===== config.mk =====
export PLATFORM = sky130hd
export DESIGN_NAME = alu_op_sequencer_flat
export DESIGN_NICKNAME = d
export VERILOG_FILES = /design/src/rtl/alu_op_sequencer_if.sv /design/src/rtl/alu_op_sequencer.sv /design/src/flat_wrapper.sv
export SDC_FILE = /design/constraint.sdc
export NUM_CORES = 1
export LEC_CHECK = 0
export BUFFER_PORTS_ARGS = -buffer_cell sky130_fd_sc_hd__buf_4
export CAP_MARGIN = 0
export CORE_UTILIZATION = 24
export DETAILED_ROUTE_END_ITERATION = 10
export MAX_ROUTING_LAYER = met4
export SYNTH_ARGS = -nofsm -noshare
export SYNTH_HDL_FRONTEND = slang
export SYNTH_SLANG_ARGS = --single-unit

===== constraint.sdc =====
create_clock -name clk -period 1.6 [get_ports clk]
set_input_delay 0.16 -clock clk [delete_from_list [all_inputs] [get_ports clk]]
set_output_delay 0.16 -clock clk [all_outputs]
set_load 0.01 [all_outputs]

===== src/rtl/alu_op_sequencer_if.sv =====
// Command, ALU-drive and response bundle for alu_op_sequencer.
// ALU_SEQ_CHECK_EN adds the out_err response flag.
interface alu_op_sequencer_if #(
  parameter int WIDTH = 4,
  parameter int OPW   = 3
);
  logic             in_valid;
  logic             in_ready;
  logic [WIDTH-1:0] in_a;
  logic [WIDTH-1:0] in_b;
  logic [OPW-1:0]   in_op;
  logic             in_sweep;

  logic [WIDTH-1:0] alu_a;
  logic [WIDTH-1:0] alu_b;
  logic [OPW-1:0]   alu_sel;
  logic [WIDTH-1:0] alu_y;

  logic             out_valid;
  logic             out_ready;
  logic [WIDTH-1:0] out_y;
  logic [OPW-1:0]   out_op;
  logic             out_last;
  logic             busy;

`ifdef ALU_SEQ_CHECK_EN
  logic             out_err;

  modport master (
    output in_valid, in_a, in_b, in_op, in_sweep,
    output alu_y, out_ready,
    input  in_ready, alu_a, alu_b, alu_sel,
    input  out_valid, out_y, out_op, out_last,
    input  busy, out_err
  );

  modport slave (
    input  in_valid, in_a, in_b, in_op, in_sweep,
    input  alu_y, out_ready,
    output in_ready, alu_a, alu_b, alu_sel,
    output out_valid, out_y, out_op, out_last,
    output busy, out_err
  );
`else
  modport master (
    output in_valid, in_a, in_b, in_op, in_sweep,
    output alu_y, out_ready,
    input  in_ready, alu_a, alu_b, alu_sel,
    input  out_valid, out_y, out_op, out_last,
    input  busy
  );

  modport slave (
    input  in_valid, in_a, in_b, in_op, in_sweep,
    input  alu_y, out_ready,
    output in_ready, alu_a, alu_b, alu_sel,
    output out_valid, out_y, out_op, out_last,
    output busy
  );
`endif
endinterface


===== src/rtl/alu_op_sequencer.sv =====
// Drives an external ALU one opcode (or an 8-op sweep) per command.
// ALU_SEQ_CHECK_EN adds a reference model and the out_err flag.
module alu_op_sequencer #(
  parameter int WIDTH = 4,
  parameter int OPW   = 3
) (
  input logic                clk,
  input logic                rst,
  alu_op_sequencer_if.slave  bus
);

  typedef enum logic [1:0] {
    IDLE,
    ISSUE,
    RESP
  } state_t;

  localparam logic [OPW-1:0] SEL_MAX = '1;

  state_t           state;
  state_t           nxt;
  logic             sweep;
  logic [WIDTH-1:0] a_q;
  logic [WIDTH-1:0] b_q;
  logic [OPW-1:0]   sel_q;
  logic [WIDTH-1:0] y_q;
  logic [OPW-1:0]   op_q;
  logic             last_q;
  logic             accept;
  logic             done;

  assign accept = bus.in_valid & (state == IDLE);
  assign done   = bus.out_ready & (state == RESP);

  always_ff @(posedge clk) begin
    if (rst) state <= IDLE;
    else     state <= nxt;
  end

  always_comb begin
    nxt = state;
    unique case (state)
      IDLE:    if (accept) nxt = ISSUE;
      ISSUE:   nxt = RESP;
      RESP:    if (done) nxt = last_q ? IDLE : ISSUE;
      default: nxt = IDLE;
    endcase
  end

  // Sel only advances on a non-final handshake, so it never wraps.
  always_ff @(posedge clk) begin
    if (rst) begin
      a_q    <= '0;
      b_q    <= '0;
      sel_q  <= '0;
      sweep  <= 1'b0;
      y_q    <= '0;
      op_q   <= '0;
      last_q <= 1'b0;
    end else begin
      if (accept) begin
        a_q   <= bus.in_a;
        b_q   <= bus.in_b;
        sel_q <= bus.in_sweep ? '0 : bus.in_op;
        sweep <= bus.in_sweep;
      end
      if (state == ISSUE) begin
        y_q    <= bus.alu_y;
        op_q   <= sel_q;
        last_q <= !sweep || (sel_q == SEL_MAX);
      end
      if (done && !last_q) sel_q <= sel_q + 1'b1;
    end
  end

`ifdef ALU_SEQ_CHECK_EN
  logic [WIDTH-1:0] ref_y;
  logic             err_q;

  always_comb begin
    ref_y = '0;
    unique case (sel_q)
      3'd0:    ref_y = a_q + b_q;
      3'd1:    ref_y = a_q - b_q;
      3'd2:    ref_y = a_q & b_q;
      3'd3:    ref_y = ~(a_q | b_q);
      3'd4:    ref_y = ~(a_q ^ b_q);
      3'd5:    ref_y = a_q ^ b_q;
      3'd6:    ref_y = a_q | b_q;
      3'd7:    ref_y = ~(a_q & b_q);
      default: ref_y = '0;
    endcase
  end

  always_ff @(posedge clk) begin
    if (rst)                 err_q <= 1'b0;
    else if (state == ISSUE) err_q <= (bus.alu_y != ref_y);
  end

  assign bus.out_err = err_q;
`endif

  assign bus.in_ready  = (state == IDLE);
  assign bus.busy      = (state != IDLE);
  assign bus.out_valid = (state == RESP);
  assign bus.alu_a     = a_q;
  assign bus.alu_b     = b_q;
  assign bus.alu_sel   = sel_q;
  assign bus.out_y     = y_q;
  assign bus.out_op    = op_q;
  assign bus.out_last  = last_q;

endmodule

===== src/flat_wrapper.sv =====
// flat-port wrapper written by rule: the top's interface ports become plain ports
module alu_op_sequencer_flat 
#(
  parameter int WIDTH = 4,
  parameter int OPW   = 3
)
  (clk, rst, bus_in_valid, bus_in_a, bus_in_b, bus_in_op, bus_in_sweep, bus_alu_y, bus_out_ready, bus_in_ready, bus_alu_a, bus_alu_b, bus_alu_sel, bus_out_valid, bus_out_y, bus_out_op, bus_out_last, bus_busy);
  alu_op_sequencer_if #(.WIDTH(WIDTH), .OPW(OPW)) bus_i ();
  input logic clk;
  input logic rst;
  input wire logic [$bits(bus_i.in_valid)-1:0] bus_in_valid;
  input wire logic [$bits(bus_i.in_a)-1:0] bus_in_a;
  input wire logic [$bits(bus_i.in_b)-1:0] bus_in_b;
  input wire logic [$bits(bus_i.in_op)-1:0] bus_in_op;
  input wire logic [$bits(bus_i.in_sweep)-1:0] bus_in_sweep;
  input wire logic [$bits(bus_i.alu_y)-1:0] bus_alu_y;
  input wire logic [$bits(bus_i.out_ready)-1:0] bus_out_ready;
  output wire logic [$bits(bus_i.in_ready)-1:0] bus_in_ready;
  output wire logic [$bits(bus_i.alu_a)-1:0] bus_alu_a;
  output wire logic [$bits(bus_i.alu_b)-1:0] bus_alu_b;
  output wire logic [$bits(bus_i.alu_sel)-1:0] bus_alu_sel;
  output wire logic [$bits(bus_i.out_valid)-1:0] bus_out_valid;
  output wire logic [$bits(bus_i.out_y)-1:0] bus_out_y;
  output wire logic [$bits(bus_i.out_op)-1:0] bus_out_op;
  output wire logic [$bits(bus_i.out_last)-1:0] bus_out_last;
  output wire logic [$bits(bus_i.busy)-1:0] bus_busy;
  assign bus_i.in_valid = bus_in_valid;
  assign bus_i.in_a = bus_in_a;
  assign bus_i.in_b = bus_in_b;
  assign bus_i.in_op = bus_in_op;
  assign bus_i.in_sweep = bus_in_sweep;
  assign bus_i.alu_y = bus_alu_y;
  assign bus_i.out_ready = bus_out_ready;
  assign bus_in_ready = bus_i.in_ready;
  assign bus_alu_a = bus_i.alu_a;
  assign bus_alu_b = bus_i.alu_b;
  assign bus_alu_sel = bus_i.alu_sel;
  assign bus_out_valid = bus_i.out_valid;
  assign bus_out_y = bus_i.out_y;
  assign bus_out_op = bus_i.out_op;
  assign bus_out_last = bus_i.out_last;
  assign bus_busy = bus_i.busy;
  alu_op_sequencer #(.WIDTH(WIDTH), .OPW(OPW)) u_core (.clk(clk), .rst(rst), .bus(bus_i));
endmodule

==> results.txt <==
CP required - 1840 ps
Seq. cell area - 440.4 sq um
HP Class - in -> reg
R2r endpoint - u_core.bus.out_y[0]
Period minus WS final - 1330 ps
Synth Area in Adders - 2.841%
Total Power - 0.001248 W
Fin. Hold Viols - 0
First-pass GRT wire length - 3629 microns
DR vias - 855
Root Driver - clkbuf_4
Max-cap violations - 0
Post-route clock period utilization - 83.10%
Max-slew violations - 0
GRT Resource Usage Total - 11.91%
Post-DR wirelength/cell - 11.59 microns
Critical path depth - 3
Setup TNS - 0 ps
Initial antenna violation count - 0
Post-cts repair resize count - 0
Area of the multi-input gates - 395.4 sq um
Ys Warns - 0
DRC Markers - 0
GPL Wtd Cong - 0.8160
Overall routed net length - 2214 microns
Compound-gate portion of the synthesized area - 14.35%
Post-Syn Area - 880.8 sq um
Mapped Cells - 105
Synth Area per Inst - 8.389 sq um
R2R cell count - 3
Synthesized Nets - 127
Die X-Extent - 62.58 microns
Post-DP HPWL - 1624 microns
Placement row count - 21
I/O pins - 42
Routed Antenna Nets - 0
Critical Path Start Type - flip-flop
Worst path top cell family by delay - simple AND/OR/NAND/NOR gates
Area Growth Syn to Fin - 44.46%
Layout Skew - 8.311 ps
Num CTS Buffers - 3
Vias per inst - 4.476
Initial Util - 25.79%
XOR/XNOR Fraction of Synth Area - 0%
Lkg Pwr - 0.5545 nW
Vias in the first global route - 800
Register bit total from synthesis - 22
Worst path max stage delay - 540 ps
Util after Layout - 37.25%
Worst EP arrival - 1570 ps
Clock-pin transition on the worst setup and hold timing paths - 130 ps
Grt total ovfl - 0
Core area - 0.003416 sq mm
Dpl ws - 293.6 ps
Worst Path Buf+Inv - 0
RSZ-0062 raised after global routing - false
Share of cells above drive strength 1 - 35.17%
Final setup margin - 270.5 ps
Launch point of the worst path - u_core.state[0]
PwrDens - 980.9 mW/mm^2
Die area - 0.003916 sq mm
Final setup violation count - 0
Largest area contributor in the netlist - dfxtp_1
Clock buffer depth - 2
Critical Path Slowest Stage Cell - nor2b_1
R2R Path Start - u_core.state[0]
Highest clock rate - 752.1 MHz
Status - complete, no violations
Pre-antenna DRT Iters - 4
Crit Path Category - reg -> reg
DR iter-0 viols - 21
Buffers on Ports - 41
Max IR drop VDD - 371.9 uV
Fin nets - 168
Reg2reg setup slack - 270 ps
FILL cells - 367
Crit path to - u_core.bus.out_y[0]
Largest net degree at the start of global routing - 23
Die H - 62.58 microns
Post-synthesis sequential area ratio - 50.00%
Cts hold-fix bufs - 0
TritonCTS Sinks - 22
Worst-skew pair later-pin latency - 310 ps
Diodes inserted - 0
Worst slew margin - 60.06%
Simple-Gate Fraction of Synth Area - 27.70%
H-tree depth - 1
Worst Max-Slew Pin Slew - 597.9 ps
Multiplexer area fraction after synthesis - 0%
CP endpoint kind - flip-flop
Post-synth top area share - 50.00%
Largest family of logic cells by synthesized area - simple AND/OR/NAND/NOR gates
Postcts setup bufs - 0
Worst-path cell chain - nor2b_1 -> nand2_1 -> a21oi_1
Area contributors post-synth - dfxtp_1 50%, nand2_1 14%, a21oi_1 11%, ha_1 2.8%, a32oi_1 2.0%
Netlist cell types - 21
Crit-path max FO - 8
CTS tree - built
## how the worst min path moves through the flow
stage | startpoint | end | slack [ps] | cells past startpoint
final | bus_alu_y[3] | u_core.bus.out_y[3] | 80 | 3
after global routing | bus_alu_y[1] | u_core.bus.out_y[1] | 80 | 3
after CTS | bus_alu_y[3] | u_core.bus.out_y[3] | 80 | 3
after detailed placement | bus_in_a[3] | u_core.bus.alu_a[3] | 420 | 3
after global placement | bus_in_b[3] | u_core.bus.alu_b[3] | 410 | 3
after floorplan | rst | u_core.bus.alu_sel[2] | 230 | 1
## layer usage
layer,vias up,routed length [microns],track usage (%)
met5,-,0,-
met1,387,1023,14.33
li1,429,-,-
met3,4,141,2.190
met2,35,1020,19.70
met4,0,28,4.360
## per-stage QoR
stage | hold slack (ps) | cells | cell area [sq um]
after floorplan | 231.0 | 105 | 880.8
after global placement | 408.4 | 187 | 1220
after detailed placement | 420.5 | 187 | 1220
after CTS | 75.24 | 191 | 1272
after global routing | 84.49 | 191 | 1272
final | 84.00 | 191 | 1272
## power by group
| part | internal [W] | switching, W |
|---|---|---|
| Sequential | 0.000582 | 0.0000279 |
| Combinational | 0.000112 | 0.000104 |
| Clock | 0.000253 | 0.000169 |
## cell type report
| cell class | count | area share (%) |
|---|---|---|
| well taps | 46 | 4.523 |
| multi-input cells | 74 | 31.07 |
| clock inverters | 1 | 2.360 |
| flip-flops and latches | 22 | 34.61 |
| repair buffers | 42 | 24.78 |
| inverters | 3 | 0.8850 |
| clock buffers | 3 | 1.770 |
## placed cells by master (no fill, tap or decap), types with 2 or more instances in the layout
| cell | count |
|---|---|
| nand2b_1 | 2 |
| clkbuf_4 | 3 |
| a21oi_1 | 20 |
| a32oi_1 | 2 |
| nand2_1 | 32 |
| dfxtp_1 | 22 |
| nand3_1 | 2 |
| inv_1 | 3 |
| ha_1 | 2 |
| nor2_1 | 3 |
| nor2b_1 | 2 |
| nor3_1 | 2 |
| buf_4 | 42 |
## flip-flops by register name, summed over array words and instances (netlist names)
name and count:
u_core.bus.alu_a 4, u_core.bus.alu_b 4, u_core.bus.out_y 4, u_core.bus.alu_sel 3, u_core.bus.out_op 3, u_core.state 2, u_core.bus.out_last 1, u_core.sweep 1
## Yosys cell counts
cell	instances
nor3b_2	1
buf_6	1
nor3_1	2
nand3_1	2
nand4bb_1	1
nor3b_1	1
a21oi_2	1
nor2b_1	2
or3b_4	1
and4bb_2	1
ha_1	2
nand2_1	32
a21oi_1	20
nor4_2	1
nor2_1	3
buf_2	3
dfxtp_1	22
clkbuf_1	2
nand2b_1	2
a32oi_1	2
inv_1	3
## kinds of logic (layout without fill, tap and decap cells)
logic type / after synthesis / count (layout)
AOI/OAI and AO/OA: 23 / 23
adders and majority gates: 2 / 2
buffers and inverters: 9 / 49
DFF: 22 / 22
and+or+nand+nor: 49 / 49
## tightest hold or removal path, cell delays in order
cell	delay, ps
buf_4	110
nand2_1	40
a21oi_1	50
Power figures use the tool's default switching activity.
